===== config.mk =====
export PLATFORM = sky130hd
export DESIGN_NAME = retire_stage_flat
export DESIGN_NICKNAME = d
export VERILOG_FILES = /design/src/rtl/retire_stage_if.sv /design/src/rtl/retire_stage.sv /design/src/flat_wrapper.sv
export SDC_FILE = /design/constraint.sdc
export NUM_CORES = 1
export LEC_CHECK = 0
export CORE_AREA = 2 2 275 277
export DETAILED_ROUTE_END_ITERATION = 12
export DIE_AREA = 0 0 277 279
export GPL_TIMING_DRIVEN = 0
export MAX_ROUTING_LAYER = met4
export PLACE_DENSITY = 0.39
export SLEW_MARGIN = 10
export SYNTH_ARGS = -nofsm -noshare
export SYNTH_HDL_FRONTEND = slang
export SYNTH_SLANG_ARGS = --single-unit

===== constraint.sdc =====
create_clock -name clock -period 14.3 [get_ports clock]
set_input_delay 3.575 -clock clock [delete_from_list [all_inputs] [get_ports clock]]
set_output_delay 3.575 -clock clock [all_outputs]
set_load 0.01 [all_outputs]

===== src/rtl/retire_stage_if.sv =====
// Shared commit-stage types and the head-window / commit-bus interface of retire_stage.
package retire_pkg;
  localparam int N                = 4;
  localparam int PHYS_REG_SZ_R10K = 64;
  localparam int ROB_SZ           = 32;

  typedef logic [$clog2(ROB_SZ)-1:0]           ROB_IDX;
  typedef logic [31:0]                         ADDR;
  typedef logic [$clog2(PHYS_REG_SZ_R10K)-1:0] PREG;

  typedef enum logic [3:0] {
    NO_ERROR           = 4'h0,
    INST_ADDR_MISALIGN = 4'h1,
    ILLEGAL_INST       = 4'h2,
    LOAD_FAULT         = 4'h5
  } EXCEPTION_CODE;

  typedef struct packed {
    logic          complete;
    ROB_IDX        rob_idx;
    ADDR           PC;
    logic [4:0]    arch_rd;
    PREG           phys_rd;
    PREG           prev_phys_rd;
    logic          is_branch;
    logic          branch_taken;
    logic          pred_taken;
    ADDR           branch_target;
    ADDR           pred_target;
    logic          halt;
    logic          illegal;
    EXCEPTION_CODE exception;
  } ROB_ENTRY;
endpackage

interface retire_stage_if #(
  parameter int RETIRE_W = retire_pkg::N,
  parameter int PRW      = $clog2(retire_pkg::PHYS_REG_SZ_R10K)
);
  localparam int CW = $clog2(RETIRE_W + 1);

  retire_pkg::ROB_ENTRY [RETIRE_W-1:0] head_entries;
  logic [RETIRE_W-1:0]                 head_valids;
  logic                                stall;

  logic                          rob_mispredict;
  retire_pkg::ROB_IDX            rob_mispred_idx;
  logic                          BPRecoverEN;
  retire_pkg::ADDR               recover_pc;
  logic [RETIRE_W-1:0]           Arch_Retire_EN;
  logic [RETIRE_W-1:0][PRW-1:0]  Arch_Tnew_in;
  logic [RETIRE_W-1:0][4:0]      Arch_Retire_AR;
  logic [RETIRE_W-1:0]           FL_RetireEN;
  logic [RETIRE_W-1:0][PRW-1:0]  FL_RetireReg;
  logic [CW-1:0]                 retire_count;
  logic                          halted;
  logic [31:0]                   stat_retired;
  logic [31:0]                   stat_mispred;

  modport master (
    output head_entries, head_valids, stall,
    input  rob_mispredict, rob_mispred_idx, BPRecoverEN, recover_pc,
           Arch_Retire_EN, Arch_Tnew_in, Arch_Retire_AR, FL_RetireEN, FL_RetireReg,
           retire_count, halted, stat_retired, stat_mispred
  );
  modport slave (
    input  head_entries, head_valids, stall,
    output rob_mispredict, rob_mispred_idx, BPRecoverEN, recover_pc,
           Arch_Retire_EN, Arch_Tnew_in, Arch_Retire_AR, FL_RetireEN, FL_RetireReg,
           retire_count, halted, stat_retired, stat_mispred
  );
endinterface


===== src/rtl/retire_stage.sv =====
// In-order commit of up to RETIRE_W head entries, mispredict recovery and sticky halt.
// Define RETIRE_STATS_EN to build the stat_retired / stat_mispred counters (tied to 0 otherwise).
module retire_lane (
  input  logic                      valid,
  input  logic                      complete,
  input  logic                      is_branch,
  input  logic                      branch_taken,
  input  logic                      pred_taken,
  input  retire_pkg::ADDR           branch_target,
  input  retire_pkg::ADDR           pred_target,
  input  logic                      halt,
  input  logic                      illegal,
  input  retire_pkg::EXCEPTION_CODE exception,
  output logic                      ready,
  output logic                      mispred,
  output logic                      stop_halt
);
  assign ready     = valid && complete;
  assign mispred   = is_branch && ((branch_taken != pred_taken) ||
                                   (branch_taken && (branch_target != pred_target)));
  assign stop_halt = halt || illegal || (exception != retire_pkg::NO_ERROR);
endmodule

module retire_stage #(
  parameter int RETIRE_W       = retire_pkg::N,
  parameter int ARCH_COUNT     = 32,
  parameter int PHYS_REGS      = retire_pkg::PHYS_REG_SZ_R10K,
  parameter int RECOVER_CYCLES = 2
) (
  input logic           clock,
  input logic           reset,
  retire_stage_if.slave rif
);
  localparam int PRW   = $clog2(PHYS_REGS);
  localparam int ARW   = $clog2(ARCH_COUNT);
  localparam int CW    = $clog2(RETIRE_W + 1);
  localparam int CNT_W = (RECOVER_CYCLES > 1) ? $clog2(RECOVER_CYCLES) : 1;

  typedef enum logic [1:0] {RUN, RECOVER, HALTED} state_t;
  state_t            state, state_nx;
  logic [CNT_W-1:0]  cnt, cnt_nx;

  logic [RETIRE_W-1:0] ready, mp, hl, elig, arch_en, fl_en;
  logic                fire_mp, fire_halt, go;
  retire_pkg::ROB_ENTRY mp_e;
  logic [CW-1:0]       count;

  for (genvar g = 0; g < RETIRE_W; g++) begin : g_lane
    retire_lane u_lane (
      .valid        (rif.head_valids[g]),
      .complete     (rif.head_entries[g].complete),
      .is_branch    (rif.head_entries[g].is_branch),
      .branch_taken (rif.head_entries[g].branch_taken),
      .pred_taken   (rif.head_entries[g].pred_taken),
      .branch_target(rif.head_entries[g].branch_target),
      .pred_target  (rif.head_entries[g].pred_target),
      .halt         (rif.head_entries[g].halt),
      .illegal      (rif.head_entries[g].illegal),
      .exception    (rif.head_entries[g].exception),
      .ready        (ready[g]),
      .mispred      (mp[g]),
      .stop_halt    (hl[g])
    );
  end

  // Eligibility is a prefix: it ends at the first not-ready lane or just after a mispredict/halt lane.
  always_comb begin
    elig  = '0;
    count = '0;
    go    = (state == RUN) && !reset && !rif.stall;
    for (int k = 0; k < RETIRE_W; k++) begin
      elig[k] = go && ready[k];
      go      = elig[k] && !mp[k] && !hl[k];
      count   = count + CW'(elig[k]);
    end
  end

  // At most one eligible lane can stop the window; halt takes priority over mispredict.
  always_comb begin
    fire_mp   = 1'b0;
    fire_halt = 1'b0;
    mp_e      = '0;
    for (int k = 0; k < RETIRE_W; k++) begin
      if (elig[k] && hl[k]) fire_halt = 1'b1;
      else if (elig[k] && mp[k]) begin
        fire_mp = 1'b1;
        mp_e    = rif.head_entries[k];
      end
    end
  end

  // Every retiring dest returns its Told; only the youngest same-cycle writer of a register updates the map.
  always_comb begin
    arch_en = '0;
    fl_en   = '0;
    for (int k = 0; k < RETIRE_W; k++) begin
      fl_en[k]   = elig[k] && (rif.head_entries[k].arch_rd != 5'd0);
      arch_en[k] = fl_en[k];
      for (int j = k + 1; j < RETIRE_W; j++)
        if (elig[j] && (rif.head_entries[j].arch_rd[ARW-1:0] == rif.head_entries[k].arch_rd[ARW-1:0]))
          arch_en[k] = 1'b0;
    end
  end

  always_comb begin
    rif.Arch_Retire_EN = '0;
    rif.Arch_Tnew_in   = '0;
    rif.Arch_Retire_AR = '0;
    rif.FL_RetireEN    = '0;
    rif.FL_RetireReg   = '0;
    for (int k = 0; k < RETIRE_W; k++) begin
      if (fl_en[k]) begin
        rif.FL_RetireEN[k]  = 1'b1;
        rif.FL_RetireReg[k] = PRW'(rif.head_entries[k].prev_phys_rd);
      end
      if (arch_en[k]) begin
        rif.Arch_Retire_EN[k] = 1'b1;
        rif.Arch_Tnew_in[k]   = PRW'(rif.head_entries[k].phys_rd);
        rif.Arch_Retire_AR[k] = rif.head_entries[k].arch_rd;
      end
    end
  end

  assign rif.retire_count    = count;
  assign rif.rob_mispredict  = fire_mp;
  assign rif.BPRecoverEN     = fire_mp;
  assign rif.rob_mispred_idx = fire_mp ? mp_e.rob_idx : '0;
  assign rif.recover_pc      = !fire_mp ? '0 :
                               (mp_e.branch_taken ? mp_e.branch_target : mp_e.PC + 32'd4);
  assign rif.halted          = (state == HALTED) && !reset;

  always_ff @(posedge clock) begin
    if (reset) begin
      state <= RUN;
      cnt   <= '0;
    end else begin
      state <= state_nx;
      cnt   <= cnt_nx;
    end
  end

  always_comb begin
    state_nx = state;
    cnt_nx   = cnt;
    case (state)
      RUN: begin
        if (fire_halt) state_nx = HALTED;
        else if (fire_mp) begin
          state_nx = RECOVER;
          cnt_nx   = CNT_W'(RECOVER_CYCLES - 1);
        end
      end
      RECOVER: begin
        if (cnt == '0) state_nx = RUN;
        else           cnt_nx   = cnt - CNT_W'(1);
      end
      HALTED:  state_nx = HALTED;
      default: state_nx = RUN;
    endcase
  end

`ifdef RETIRE_STATS_EN
  logic [31:0] n_ret, n_mp;
  always_ff @(posedge clock) begin
    if (reset) begin
      n_ret <= '0;
      n_mp  <= '0;
    end else begin
      n_ret <= n_ret + 32'(count);
      n_mp  <= n_mp + 32'(fire_mp);
    end
  end
  assign rif.stat_retired = n_ret;
  assign rif.stat_mispred = n_mp;
`else
  assign rif.stat_retired = '0;
  assign rif.stat_mispred = '0;
`endif
endmodule

===== src/flat_wrapper.sv =====
// flat-port wrapper written by rule: the top's interface ports become plain ports
module retire_stage_flat 
#(
  parameter int RETIRE_W       = retire_pkg::N,
  parameter int ARCH_COUNT     = 32,
  parameter int PHYS_REGS      = retire_pkg::PHYS_REG_SZ_R10K,
  parameter int RECOVER_CYCLES = 2
)
  (clock, reset, rif_head_entries, rif_head_valids, rif_stall, rif_rob_mispredict, rif_rob_mispred_idx, rif_BPRecoverEN, rif_recover_pc, rif_Arch_Retire_EN, rif_Arch_Tnew_in, rif_Arch_Retire_AR, rif_FL_RetireEN, rif_FL_RetireReg, rif_retire_count, rif_halted, rif_stat_retired, rif_stat_mispred);
  retire_stage_if #(.RETIRE_W(RETIRE_W)) rif_i ();
  input logic clock;
  input logic reset;
  input wire logic [$bits(rif_i.head_entries)-1:0] rif_head_entries;
  input wire logic [$bits(rif_i.head_valids)-1:0] rif_head_valids;
  input wire logic [$bits(rif_i.stall)-1:0] rif_stall;
  output wire logic [$bits(rif_i.rob_mispredict)-1:0] rif_rob_mispredict;
  output wire logic [$bits(rif_i.rob_mispred_idx)-1:0] rif_rob_mispred_idx;
  output wire logic [$bits(rif_i.BPRecoverEN)-1:0] rif_BPRecoverEN;
  output wire logic [$bits(rif_i.recover_pc)-1:0] rif_recover_pc;
  output wire logic [$bits(rif_i.Arch_Retire_EN)-1:0] rif_Arch_Retire_EN;
  output wire logic [$bits(rif_i.Arch_Tnew_in)-1:0] rif_Arch_Tnew_in;
  output wire logic [$bits(rif_i.Arch_Retire_AR)-1:0] rif_Arch_Retire_AR;
  output wire logic [$bits(rif_i.FL_RetireEN)-1:0] rif_FL_RetireEN;
  output wire logic [$bits(rif_i.FL_RetireReg)-1:0] rif_FL_RetireReg;
  output wire logic [$bits(rif_i.retire_count)-1:0] rif_retire_count;
  output wire logic [$bits(rif_i.halted)-1:0] rif_halted;
  output wire logic [$bits(rif_i.stat_retired)-1:0] rif_stat_retired;
  output wire logic [$bits(rif_i.stat_mispred)-1:0] rif_stat_mispred;
  assign rif_i.head_entries = rif_head_entries;
  assign rif_i.head_valids = rif_head_valids;
  assign rif_i.stall = rif_stall;
  assign rif_rob_mispredict = rif_i.rob_mispredict;
  assign rif_rob_mispred_idx = rif_i.rob_mispred_idx;
  assign rif_BPRecoverEN = rif_i.BPRecoverEN;
  assign rif_recover_pc = rif_i.recover_pc;
  assign rif_Arch_Retire_EN = rif_i.Arch_Retire_EN;
  assign rif_Arch_Tnew_in = rif_i.Arch_Tnew_in;
  assign rif_Arch_Retire_AR = rif_i.Arch_Retire_AR;
  assign rif_FL_RetireEN = rif_i.FL_RetireEN;
  assign rif_FL_RetireReg = rif_i.FL_RetireReg;
  assign rif_retire_count = rif_i.retire_count;
  assign rif_halted = rif_i.halted;
  assign rif_stat_retired = rif_i.stat_retired;
  assign rif_stat_mispred = rif_i.stat_mispred;
  retire_stage #(.RETIRE_W(RETIRE_W), .ARCH_COUNT(ARCH_COUNT), .PHYS_REGS(PHYS_REGS), .RECOVER_CYCLES(RECOVER_CYCLES)) u_core (.clock(clock), .reset(reset), .rif(rif_i));
endmodule

==> impl_metrics.tcl, run 1 <==
set metrics [dict create \
    initial_core_util_pct 8.59 \
    synth_area_um2 6360 \
    io_buffer_count 636 \
    grt_usage_pct 17.8 \
    synth.cells.most_frequent "xnor2_1 (136), nand2_1 (91), and2_1 (74)" \
    r2r_slack_ns 10.06 \
    cts.sinks 3 \
    ys_seq_elements 3 \
    layout_min_cycle_time_ns 14.07 \
    final_nets 2163 \
    powerDensity_nw_per_um2 23.3 \
    nFillCells 8403 \
    combPwrFrac_pct 84.0 \
    grt_pass1_vias 10500 \
    wl_per_cell_um 27.1 \
    synth.top_cell.area_share_pct 18.7 \
    finalNonFillerCells 2612 \
    ys.flop_type "dfxtp_1" \
    cts_buffer_depth 2 \
    synth_edf_count 0 \
    p_clk_share_pct 13.4 \
    rsz0062_at_grt "no" \
    synth.most_common_cell "xnor2_1" \
    cts_hold_buf 0 \
    crit_fanout 10 \
    max_freq_ghz 0.0711 \
    setup_viol_count_final 0 \
    power_switching_uw 118 \
    max-slew-margin-rel_pct 17.0 \
    syn-mean-instance-area_um2 6.84 \
    final.period_utilization_pct 98.4 \
    cts_buffers 3 \
    ant_nets 0 \
    die_area_um2 77300 \
    critPathCaptureType "output pin" \
    internal_power_uw 217 \
    place.detailed.hpwl_um 63900 \
    gr-total-overflow 0 \
    async_flop_share_pct 0 \
    fin_area_um2 14400 \
    ys_seq_area_share_pct 0.944 \
    clkTransAtPathRegs_ns 0.03 \
    area_growth_pct 126 \
    drt_first_iter_violations 697 \
    hold_slack_ns 0.427 \
    syn_inst 931 \
    io_pins 702 \
    placed_area_um2 14200 \
    ir_worst_vdd_mv 0.0196 \
    die_y_um 279 \
    cp-start-kind "input pin" \
    synth_warnings 0 \
    drv_slew 0 \
    crit_arrival_ns 10.49 \
    status "finished clean" \
    hold_viol_final 0 \
    grt_max_degree 18 \
    dr_total_vias 10200 \
    cts_root_buffer "clkbuf_16" \
    p_leak_uw 0.00495 \
    maxCapViolations 0 \
    post-route-drc-count 0 \
    switching_share_pct 35.3 \
    worstSetupPathType "input pin to output pin" \
    fin_skew_ns 0.00159 \
    synth_area_leaders "xnor2_1 (19%), buf_4 (7.9%), and2_1 (7.3%), xor2_1 (6.3%), nand2_1 (5.4%)" \
    dp.cells 2603 \
    dr.pass1.iters 6 \
    die_w_um 277 \
    ys_types 80 \
    finalSetupTns_ns 0 \
    core_um2 74100 \
    worst_slew_pin_slew_ns 1.24 \
    layout-drive-gt1-share_pct 7.50 \
    wirelength_um 70900 \
    finalPower_uw 336 \
    hold_class "flop to flop" \
    clk_latency_ns 0.23 \
    seq_power_share_pct 2.6 \
    h-tree-depth 1 \
    rows 100 \
    crit_required_ns 10.72 \
    viasPerCell 3.92 \
    antenna_found_initial 6 \
    gp_congestion 0.905 \
    synth_top_area_cell "xnor2_1" \
    cts_tree "built" \
    grt_pass1_wl_um 92000 \
]
## layout make-up
type | instances | area (um2) | area share [%]
multi-input combinational | 863 | 5840 | 40.6
clock buffer | 4 | 78.8 | 0.549
timing repair buffer | 642 | 6420 | 44.7
antenna | 4 | 10.0 | 0.0697
tap | 969 | 1210 | 8.44
buffer | 111 | 693 | 4.82
inverter | 16 | 60.1 | 0.418
sequential | 3 | 60.1 | 0.418
## sequential cells by signal (all words and copies together), names as in the netlist
register      cells
u_core.cnt        1
u_core.state      2
## critical path: stages
cell,delay (ns)
clkdlybuf4s50_1,0.47
xnor2_1,0.51
nand4_1,0.15
nor4_1,0.63
a31oi_2,0.53
clkbuf_1,0.39
clkbuf_1,0.50
a222oi_1,0.67
nand2_1,0.23
o21ai_1,0.58
clkbuf_1,0.90
nand2_1,0.30
o21ai_0,0.31
clkdlybuf4s50_1,0.66
## power by group through the flow
| stage | clock network (uW) | registers, uW | logic [uW] |
|---|---|---|---|
| 6_report | 44.9 | 8.65 | 282 |
| 3_3_place_gp | 0 | 8.75 | 278 |
| 4_1_cts | 45.3 | 8.64 | 282 |
| 3_5_place_dp | 0 | 8.75 | 280 |
| 5_1_grt | 46.7 | 8.65 | 297 |
| 2_1_floorplan | 0 | 8.71 | 76.5 |
## repair_timing
action                     in CTS  in global routing
pin swaps                       0                  0
buffers inserted                0                  0
setup endpoints to repair      13                  2
hold endpoints to repair        0                  0
gates resized for setup         6                  3
## metrics by stage
step	worst slack, ns	util (%)
final	0.235	19.4
after global routing	0.0392	19.4
after CTS	0.00674	19.4
after detailed placement	-1.39	19.2
after global placement	-1.87	19.1
after floorplan	3.17	-
## routing by layer
| layer | wire length (um) | up-vias | part of all wire (%) | track usage, % |
|---|---|---|---|---|
| met2 | 33700 | 435 | 48 | 29.5 |
| met4 | 319 | 0 | 0.45 | 1.32 |
| met3 | 3130 | 14 | 4.4 | 1.75 |
| li1 | - | 4775 | - | - |
| met1 | 33700 | 5021 | 48 | 24.4 |
| met5 | 0 | - | 0 | - |
## worst paths after layout
path / from / endpoint / depth (start not counted)
worst min register to register: u_core.state[0]$_SDFFE_PP0P_ / u_core.state[1]$_SDFFE_PP0P_ / 1
worst min-delay path: u_core.state[0]$_SDFFE_PP0P_ / u_core.state[1]$_SDFFE_PP0P_ / 1
worst max register to register: u_core.state[1]$_SDFFE_PP0P_ / u_core.cnt$_SDFFE_PP0P_ / 10
worst max-delay path: rif_head_entries[47] / rif_recover_pc[5] / 14
## cells by family (layout without fill, tap and decap cells)
family,after synthesis,after routing,share of synthesized area (%)
AND/OR/NAND/NOR,374,374,32.6
adder cells (fa/ha/maj),4,4,0.904
buffers and inverters,128,773,11.8
XOR/XNOR,182,182,25.0
AO/OA/AOI/OAI,231,231,27.3
flip-flops,3,3,0.944
multiplexers,8,8,1.34
other,1,68,0.0589
## layout by cell type (no fill, tap or decap), types with 4 or more instances in the layout
| master | count |
|---|---|
| xor2_1 | 46 |
| o221ai_1 | 13 |
| diode_2 | 4 |
| xnor2_1 | 134 |
| mux2i_1 | 6 |
| a222oi_1 | 31 |
| a31oi_1 | 10 |
| a221oi_1 | 12 |
| a21oi_1 | 51 |
| o211ai_1 | 9 |
| nor4_2 | 6 |
| clkdlybuf4s50_1 | 636 |
| o22ai_1 | 9 |
| o41ai_1 | 4 |
| nand3_1 | 34 |
| nor4_1 | 11 |
| o21a_1 | 7 |
| or3_1 | 8 |
| o21ai_0 | 23 |
| clkbuf_1 | 32 |
| a22o_1 | 11 |
| nor2_1 | 42 |
| nand4_1 | 42 |
| and2_1 | 74 |
| nor3_1 | 23 |
| nand2_1 | 91 |
| inv_1 | 16 |
| a22oi_1 | 8 |
| conb_1 | 64 |
| buf_4 | 70 |
| a21o_1 | 7 |
| buf_2 | 5 |
| or4_1 | 5 |
| and3_1 | 13 |
| nor4_4 | 4 |
Note: power is estimated with default switching activity, not from simulation.
==> inputs of run 2 (changes only) <==
Settings changed: SLEW_MARGIN 10 to 20.
==> impl_metrics.tcl, run 2 (synthesis results as in run 1) <==
set metrics [dict create \
    cts_buffer_depth 2 \
    largest_reg_flops 2 \
    seq_power_share_pct 2.6 \
    post-route-drc-count 0 \
    die_w_um 277 \
    worst_slew_pin_slew_ns 1.10 \
    crit_fanout 17 \
    core_um2 74100 \
    hold_slack_ns 0.433 \
    final_nets 2164 \
    ant_nets 0 \
    maxCapViolations 0 \
    cts_setup_buffers 0 \
    wirelength_um 70700 \
    drt_first_iter_violations 716 \
    r2r_slack_ns 10.13 \
    powerDensity_nw_per_um2 23.3 \
    rsz0062_at_grt "no" \
    met2_usage_pct 29.3 \
    regMostFlops "u_core.state" \
    top_usage_layer "met2" \
    layout_min_cycle_time_ns 13.89 \
    fin_skew_ns 0.00377 \
    use_met1_pct 24.4 \
    cts_tree "built" \
    clk_latency_ns 0.23 \
    ir_worst_vdd_mv 0.0196 \
    p_clk_share_pct 13.5 \
    clkTransAtPathRegs_ns 0.03 \
    combPwrFrac_pct 83.9 \
    critPathCaptureType "output pin" \
    grt_pass1_wl_um 91400 \
    layout-drive-gt1-share_pct 7.68 \
    reg2reg_to "u_core.cnt$_SDFFE_PP0P_" \
    placed_area_um2 14200 \
    grt_pass1_vias 10300 \
    grt_util_met3_pct 1.69 \
    grt_usage_pct 17.7 \
    fin_area_um2 14400 \
    cts_buffers 3 \
    postLayoutCoreUtil_pct 19.4 \
    p_leak_uw 0.00496 \
    cp-startpoint "rif_head_entries[282]" \
    area_growth_pct 126 \
    dr_total_vias 10100 \
    cts.sinks 3 \
    die_area_um2 77300 \
    drv_slew 0 \
    cp-start-kind "input pin" \
    power_switching_uw 118 \
    final_cell_mix "clkdlybuf4s50_1 (636), xnor2_1 (134), nand2_1 (91), and2_1 (74), buf_4 (71)" \
    antenna_found_initial 5 \
    final_common_cell "clkdlybuf4s50_1" \
    max-slew-margin-rel_pct 26.9 \
    cts_root_buffer "clkbuf_16" \
    grt_max_degree 18 \
    crit_arrival_ns 10.31 \
    worstSetupPathType "input pin to output pin" \
    rows 100 \
    place.detailed.hpwl_um 63800 \
    gp_congestion 0.905 \
    wl_per_cell_um 27.0 \
    status "finished clean" \
    reg_top3 "u_core.state (2), u_core.cnt (1)" \
    rr_startpoint "u_core.state[1]$_SDFFE_PP0P_" \
    setup_viol_count_final 0 \
    die_y_um 279 \
    io_buffer_count 636 \
    h-tree-depth 1 \
    hold_class "flop to flop" \
    max_freq_ghz 0.0720 \
    crit_required_ns 10.72 \
    internal_power_uw 217 \
    initial_core_util_pct 8.59 \
    io_pins 702 \
    rr_worst_depth 10 \
    dr.pass1.iters 6 \
    crit_path_end "rif_recover_pc[26]" \
    final.period_utilization_pct 97.1 \
    switching_share_pct 35.2 \
    gr-total-overflow 0 \
    viasPerCell 3.87 \
    hold_viol_final 0 \
]
run 2: stage by stage:
step | setup slack, ns | power, uW | instances | setup TNS [ns]
floorplan | 3.17 | 85.2 | 994 | 0
CTS | 0.0405 | 336 | 2608 | 0
detailed placement | -1.36 | 289 | 2605 | -12.36
global placement | -1.87 | 287 | 2599 | -27.14
finish | 0.412 | 335 | 2613 | 0
global route | 0.0101 | 353 | 2611 | 0
run 2: repair_timing:
item / CTS / global route
endpoints found under the setup margin: 14 / 9
gates resized for setup: 6 / 4
hold buffers: 0 / 0
run 2: cell type report:
cell class,instances,area [um2]
Tap cell,969,1210
Buffer,111,696
Fill cell,8429,59700
Sequential cell,3,60.1
Clock buffer,4,78.8
Inverter,16,60.1
Antenna cell,4,10.0
Multi-Input combinational cell,863,5840
Timing Repair Buffer,643,6420
run 2: how the worst min path moves through the flow:
stage	startpoint	to	cells past startpoint
after CTS	u_core.state[0]$_SDFFE_PP0P_	u_core.state[1]$_SDFFE_PP0P_	1
final	u_core.state[0]$_SDFFE_PP0P_	u_core.state[1]$_SDFFE_PP0P_	1
after global routing	u_core.cnt$_SDFFE_PP0P_	u_core.state[0]$_SDFFE_PP0P_	2
after floorplan	u_core.state[0]$_SDFFE_PP0P_	u_core.state[1]$_SDFFE_PP0P_	1
after global placement	u_core.state[0]$_SDFFE_PP0P_	u_core.state[1]$_SDFFE_PP0P_	1
after detailed placement	u_core.state[0]$_SDFFE_PP0P_	u_core.state[1]$_SDFFE_PP0P_	1
run 2: worst max-delay path, stage by stage:
cell             delay, ns
clkdlybuf4s50_1       0.48
xnor2_1               0.74
nand4_1               0.38
nor2_1                0.33
a31o_2                0.47
and2_4                0.23
buf_6                 0.14
and2_4                0.15
buf_6                 0.22
clkbuf_2              0.47
buf_2                 0.41
nand2_1               0.12
nand2_1               0.09
ha_1                  0.21
o21ai_0               0.16
nor4_4                0.39
nand4b_1              0.38
nor3_1                0.35
xor2_1                0.30
o22ai_1               0.12
clkdlybuf4s50_1       0.53
run 2: power groups by stage:
stage	logic, uW	registers (uW)	clock network, uW
2_1_floorplan	76.5	8.71	0
3_3_place_gp	278	8.75	0
3_5_place_dp	280	8.75	0
4_1_cts	282	8.64	45.8
5_1_grt	297	8.65	47.0
6_report	281	8.65	45.4
run 2: layer usage:
layer  vias up  share of wire (%)
li1       4778                  -
met1      4903                 47
met2       429                 47
met3        12                5.1
met4         0               0.47
met5         -                  0
